===== src/rtl/seq_multiplier.sv =====
// Multi-cycle radix-2 shift-add multiplier, signed or unsigned, with valid/ready
// handshakes on operands and result. One operand pair in flight at a time.
module seq_multiplier #(
  parameter int WIDTH = 16
) (
  input  logic                 clk,
  input  logic                 rst_n,
  input  logic                 in_valid,
  output logic                 in_ready,
  input  logic [WIDTH-1:0]     a,
  input  logic [WIDTH-1:0]     b,
  input  logic                 signed_mode,
  output logic                 out_valid,
  input  logic                 out_ready,
  output logic [2*WIDTH-1:0]   product
);

  localparam int CNT_W = $clog2(WIDTH);
  localparam logic [CNT_W-1:0] LAST = CNT_W'(WIDTH - 1);

  typedef enum logic [1:0] {IDLE, CALC, DONE} state_t;

  state_t               state;
  logic [2*WIDTH-1:0]   mcand;
  logic [2*WIDTH-1:0]   acc;
  logic [2*WIDTH-1:0]   acc_next;
  logic [WIDTH-1:0]     mplier;
  logic [CNT_W-1:0]     cnt;
  logic                 neg;

  // |-2^(WIDTH-1)| wraps to 2^(WIDTH-1), which is correct as an unsigned magnitude.
  function automatic logic [WIDTH-1:0] magnitude(input logic [WIDTH-1:0] v,
                                                 input logic             sm);
    logic signed [WIDTH-1:0] sv;
    sv = v;
    if (sm && sv < 0) return -v;
    return v;
  endfunction

  function automatic logic [2*WIDTH-1:0] apply_sign(input logic [2*WIDTH-1:0] v,
                                                    input logic               n);
    return n ? -v : v;
  endfunction

  always_comb begin
    acc_next = acc;
    if (mplier[0]) acc_next = acc + mcand;
  end

  always_ff @(posedge clk or negedge rst_n) begin
    if (!rst_n) begin
      state   <= IDLE;
      mcand   <= '0;
      mplier  <= '0;
      acc     <= '0;
      cnt     <= '0;
      neg     <= 1'b0;
      product <= '0;
    end else begin
      case (state)
        IDLE: begin
          if (in_valid) begin
            mcand  <= {{WIDTH{1'b0}}, magnitude(a, signed_mode)};
            mplier <= magnitude(b, signed_mode);
            neg    <= signed_mode & (a[WIDTH-1] ^ b[WIDTH-1]);
            acc    <= '0;
            cnt    <= '0;
            state  <= CALC;
          end
        end
        CALC: begin
          acc    <= acc_next;
          mcand  <= mcand << 1;
          mplier <= mplier >> 1;
          cnt    <= cnt + 1'b1;
          if (cnt == LAST) begin
            product <= apply_sign(acc_next, neg);
            state   <= DONE;
          end
        end
        DONE: begin
          if (out_ready) state <= IDLE;
        end
        default: state <= IDLE;
      endcase
    end
  end

  assign in_ready  = (state == IDLE);
  assign out_valid = (state == DONE);

endmodule


===== config.mk =====
export PLATFORM = sky130hd
export DESIGN_NAME = seq_multiplier
export DESIGN_NICKNAME = d
export VERILOG_FILES = /design/src/rtl/seq_multiplier.sv
export SDC_FILE = /design/constraint.sdc
export NUM_CORES = 1
export LEC_CHECK = 0
export CAP_MARGIN = 15
export CORE_MARGIN = 2
export CORE_UTILIZATION = 30
export CTS_BUF_LIST = sky130_fd_sc_hd__clkbuf_4
export CTS_CLUSTER_DIAMETER = 40
export DETAILED_ROUTE_END_ITERATION = 8
export SYNTH_ARGS = -nofsm -noshare
export SYNTH_HDL_FRONTEND = slang
export SYNTH_SLANG_ARGS = --single-unit

===== constraint.sdc =====
create_clock -name clk -period 6.9 [get_ports clk]
set_input_delay 2.07 -clock clk [delete_from_list [all_inputs] [get_ports clk]]
set_output_delay 2.07 -clock clk [all_outputs]
set_load 0.02 [all_outputs]

==> summary by stage <==
Timing
In the finished design, the share of the clock period the worst path needs comes to 60.1%. On the final layout, the worst hold slack is 0.492 ns. The total count of hold-check failures in the final report was 0. The least setup slack across all paths after layout is 2.75 ns.

The final setup violation count is 0. The number of max-slew violations in the final report is 0. The worst-case clock skew is 0.0341 ns.

Setup repair after global routing left no endpoint under its margin. Derived from the worst setup path, the maximum achievable clock frequency is 241 MHz. The sum of negative setup slack is 0 ns. Headroom to the max-slew limit came out at 28.0%. At the pin with the least slew margin, the transition time is 1.08 ns. The final period demand of the worst path is 4.15 ns.

GRT
The largest net degree at the start of global routing is 72. The via count of the first global-routing pass is 7,191. The number of antenna violations at the first check in global routing was 1. Global routing consumed, over all layers together, 15.6% of the routing resources.

The total overflow left after global routing is 0. The wire length of the first global-routing pass is 36,200 um.

Worst setup path
The critical path buffer and inverter count is 0. The worst setup path is launched from a flip-flop. The cell family contributing the most delay on the critical path is compound AO/OA/AOI/OAI gates.

The required time of the worst setup path is 7.31 ns. The worst reg-to-reg setup slack is 2.75 ns. The kind of end point of the critical path is a flip-flop. The cell with the largest stage delay on the worst path is sky130_fd_sc_hd__or4b_4.

The type of the setup path with the least slack is reg -> reg. The largest fanout on the critical path is 4. The largest single stage delay on the critical path is 0.55 ns. The signal on the critical path passes through ha_1 > fa_1 > a21o_1 > a221o_1 > a22o_1 > or3_1 > a31oi_2 > o2111a_1 > nand4_1 > or4b_4 > o21ai_1 > xor2_1 > o21ai_0.

STA puts the critical path data arrival time at 4.56 ns.

Synthesis
The cell area that synthesis handed to floorplanning was 8170 um2. The cell taking the most area after synthesis is sky130_fd_sc_hd__dfrtp_1. The commonest cells after synthesis are 149 x sky130_fd_sc_hd__nand2_1, 139 x sky130_fd_sc_hd__o21ai_0, 119 x sky130_fd_sc_hd__dfrtp_1, 56 x sky130_fd_sc_hd__nor2_1, 48 x sky130_fd_sc_hd__xnor2_1. The number of enable flip-flop cells after synthesis is 0. The number of distinct library cells after synthesis is 72.

Of the post-synthesis cell area, the dominant cell type holds 36.4%. Sequential elements use 36.4% of the synthesized area. Among all flip-flop cells after synthesis, the most frequent one is sky130_fd_sc_hd__dfrtp_1. The cell count after synthesis came out at 979.

The synthesized flop and latch total is 119. The share of flip-flops with an asynchronous set or reset is 100%. By area the synthesized netlist is led by sky130_fd_sc_hd__dfrtp_1 36%, sky130_fd_sc_hd__o21ai_0 8.5%, sky130_fd_sc_hd__nand2_1 6.8%. The most frequent cell after synthesis is sky130_fd_sc_hd__nand2_1. In this run the mean area of a mapped cell was 8.35 um2. For this run, the number of Yosys warnings is 0.

The synthesized netlist net count is 1,052.

Clock network
The maximum buffer depth of the clock tree is 2. The clock-pin transition on the worst setup and hold timing paths is 0.13 ns. Clock tree synthesis found a total of 119 sinks. Clock latency on the worst-skew pair, taken at its later pin, is 0.56 ns. The tree is rooted in a sky130_fd_sc_hd__clkbuf_4. The post-cts repair resize count is 0.

The number of hold buffers added after cts is 0. The post-CTS repair timing setup buffer count is 0. The CTS H-tree depth is 4. The clock buffer count from CTS is 17. The clock tree from TritonCTS is built.

Cells and area
After routing the design area is 9440 um2. After filler insertion, the fill cell instance count of the layout stands at 2,856. The finished layout holds 1,377 standard cells, fillers aside. The final design utilization is 35.1%. The post-route netlist has 6.48% of its cells at a drive strength greater than 1. The number of nets in the layout is 1,094. The area growth from synthesis to layout is 15.5%.

Pwr
Overall power consumption after layout is estimated at 4.83 mW. The highest ir drop seen on vdd is 218 uV. In this run the power density over the cells is 511 nW/um2. The leakage dissipation is 3.91 nW.

Route
Summed over all layers, the routed wires come to 21,700 um. The DRC violations left is 0. Dividing the detail-routed via count by the number of cells gives 5.32. Across all layers, the routed design uses 7,320 vias.

The number of nets with antenna violations after routing is 0. The per-cell routed wire length is 15.7 um. The number of search-and-repair iterations in the first detailed-routing pass is 6. After the first detailed-routing iteration, the DRC count stood at 482.

Die
The die is 169 um wide. The total area inside the core boundary comes to 26,900 um2. The die area is 28,600 um2.

The site row count is 60. The number of ports placed on the die boundary is 71. Once the floorplan was initialized, standard cells occupied 30.4% of the core.

The die height is 169 um.

Placement
Buffers placed on the I/O ports in this run total 70. The global placer's final weighted congestion is 0.898. Including well taps, the total number of placed cells is 1,343. In this run the cell area measured after placement is 9160 um2. The half-perimeter wire length after placement is 15,700 um. The pre-CTS worst setup slack is 2.59 ns.

Flow run
The number of max-cap violations is 0.

Run status
The flow ran to the end, and the final reports show no timing, DRC or antenna violations.

Hold path
The worst hold path belongs to the class reg -> reg.
-- final timing paths --
path,startpoint,endpoint,cells after the start
min in group asynchronous,rst_n,mplier[15]$_DFFE_PN0P_,1
hold reg to reg,product[15]$_DFFE_PN0P_,product[15]$_DFFE_PN0P_,2
setup reg to reg,mcand[0]$_DFFE_PN0P_,product[26]$_DFFE_PN0P_,13
hold / removal,product[15]$_DFFE_PN0P_,product[15]$_DFFE_PN0P_,2
setup / recovery,mcand[0]$_DFFE_PN0P_,product[26]$_DFFE_PN0P_,13
max in group asynchronous,rst_n,acc[13]$_DFFE_PN0P_,2
-- per-layer routing --
| metal | track usage, % | wire length, um |
|---|---|---|
| met5 | 0 | 0 |
| met4 | 4.87 | 402 |
| met3 | 2.92 | 737 |
| met1 | 19.8 | 9950 |
| met2 | 26.9 | 10600 |
-- report_power, final --
group	internal (mW)	switching, mW
logic	1.22	1.84
registers	0.998	0.260
clock network	0.192	0.318
total	2.41	2.42
-- area by class of cell --
cell class	instances	area, um2	area share (%)
Multi-Input combinational cell	790	4940	52.3
Sequential cell	119	2980	31.5
Timing Repair Buffer	78	758	8.03
Tap cell	341	427	4.52
Clock inverter	14	144	1.52
Clock buffer	18	135	1.43
Inverter	15	56.3	0.596
Antenna cell	2	5.00	0.0530
-- sequential cells by signal, summed over array words and instances, names as in the netlist --
name     cells
neg          1
mplier      16
acc         32
state        2
mcand       32
product     32
cnt          4
-- cells by family (layout without fill, tap and decap cells) --
logic type               count (synthesis)  in the layout  synth area share [%]
XOR/XNOR                                73             73                  7.82
flip-flops                             119            119                  36.4
multiplexers                            18             18                  2.30
other                                    0              2                     0
buffers and inverters                   70            125                  3.32
adder cells (fa/ha/maj)                 36             36                  5.60
AO/OA/AOI/OAI                          322            322                  24.8
AND/OR/NAND/NOR                        341            341                  19.7
-- cell usage in the layout (no fill, tap or decap), types with 4 or more instances in the layout --
cell type                           n
sky130_fd_sc_hd__a211o_1            5
sky130_fd_sc_hd__a211oi_1           6
sky130_fd_sc_hd__a21boi_0           6
sky130_fd_sc_hd__a21o_1            11
sky130_fd_sc_hd__a21oi_1           47
sky130_fd_sc_hd__a221o_1            5
sky130_fd_sc_hd__a22o_1             5
sky130_fd_sc_hd__a22oi_1           32
sky130_fd_sc_hd__a31oi_1            7
sky130_fd_sc_hd__and2_1             4
sky130_fd_sc_hd__and3_1             8
sky130_fd_sc_hd__buf_4              9
sky130_fd_sc_hd__clkbuf_4          18
sky130_fd_sc_hd__clkdlybuf4s50_1   69
sky130_fd_sc_hd__clkinv_4           4
sky130_fd_sc_hd__clkinvlp_4         4
sky130_fd_sc_hd__dfrtp_1          118
sky130_fd_sc_hd__ha_1              35
sky130_fd_sc_hd__inv_1             14
sky130_fd_sc_hd__mux2i_1           15
sky130_fd_sc_hd__nand2_1          148
sky130_fd_sc_hd__nand2b_1           5
sky130_fd_sc_hd__nand3_1           39
sky130_fd_sc_hd__nand4_1           10
sky130_fd_sc_hd__nor2_1            55
sky130_fd_sc_hd__nor3_1            19
sky130_fd_sc_hd__nor3b_1            5
sky130_fd_sc_hd__nor4_1             7
sky130_fd_sc_hd__o211ai_1           4
sky130_fd_sc_hd__o21a_1             6
sky130_fd_sc_hd__o21ai_0          139
sky130_fd_sc_hd__o21ai_1            9
sky130_fd_sc_hd__o21bai_1           5
sky130_fd_sc_hd__o31ai_1            8
sky130_fd_sc_hd__or2_2              4
sky130_fd_sc_hd__or3_1             14
sky130_fd_sc_hd__xnor2_1           48
sky130_fd_sc_hd__xor2_1            25
-- tightest hold or removal path, cell delays in order (launching register included) --
cell and delay [ns]:
sky130_fd_sc_hd__dfrtp_1 0.37, sky130_fd_sc_hd__nand2_1 0.04, sky130_fd_sc_hd__o21ai_0 0.06
Power figures use the tool's default switching activity.
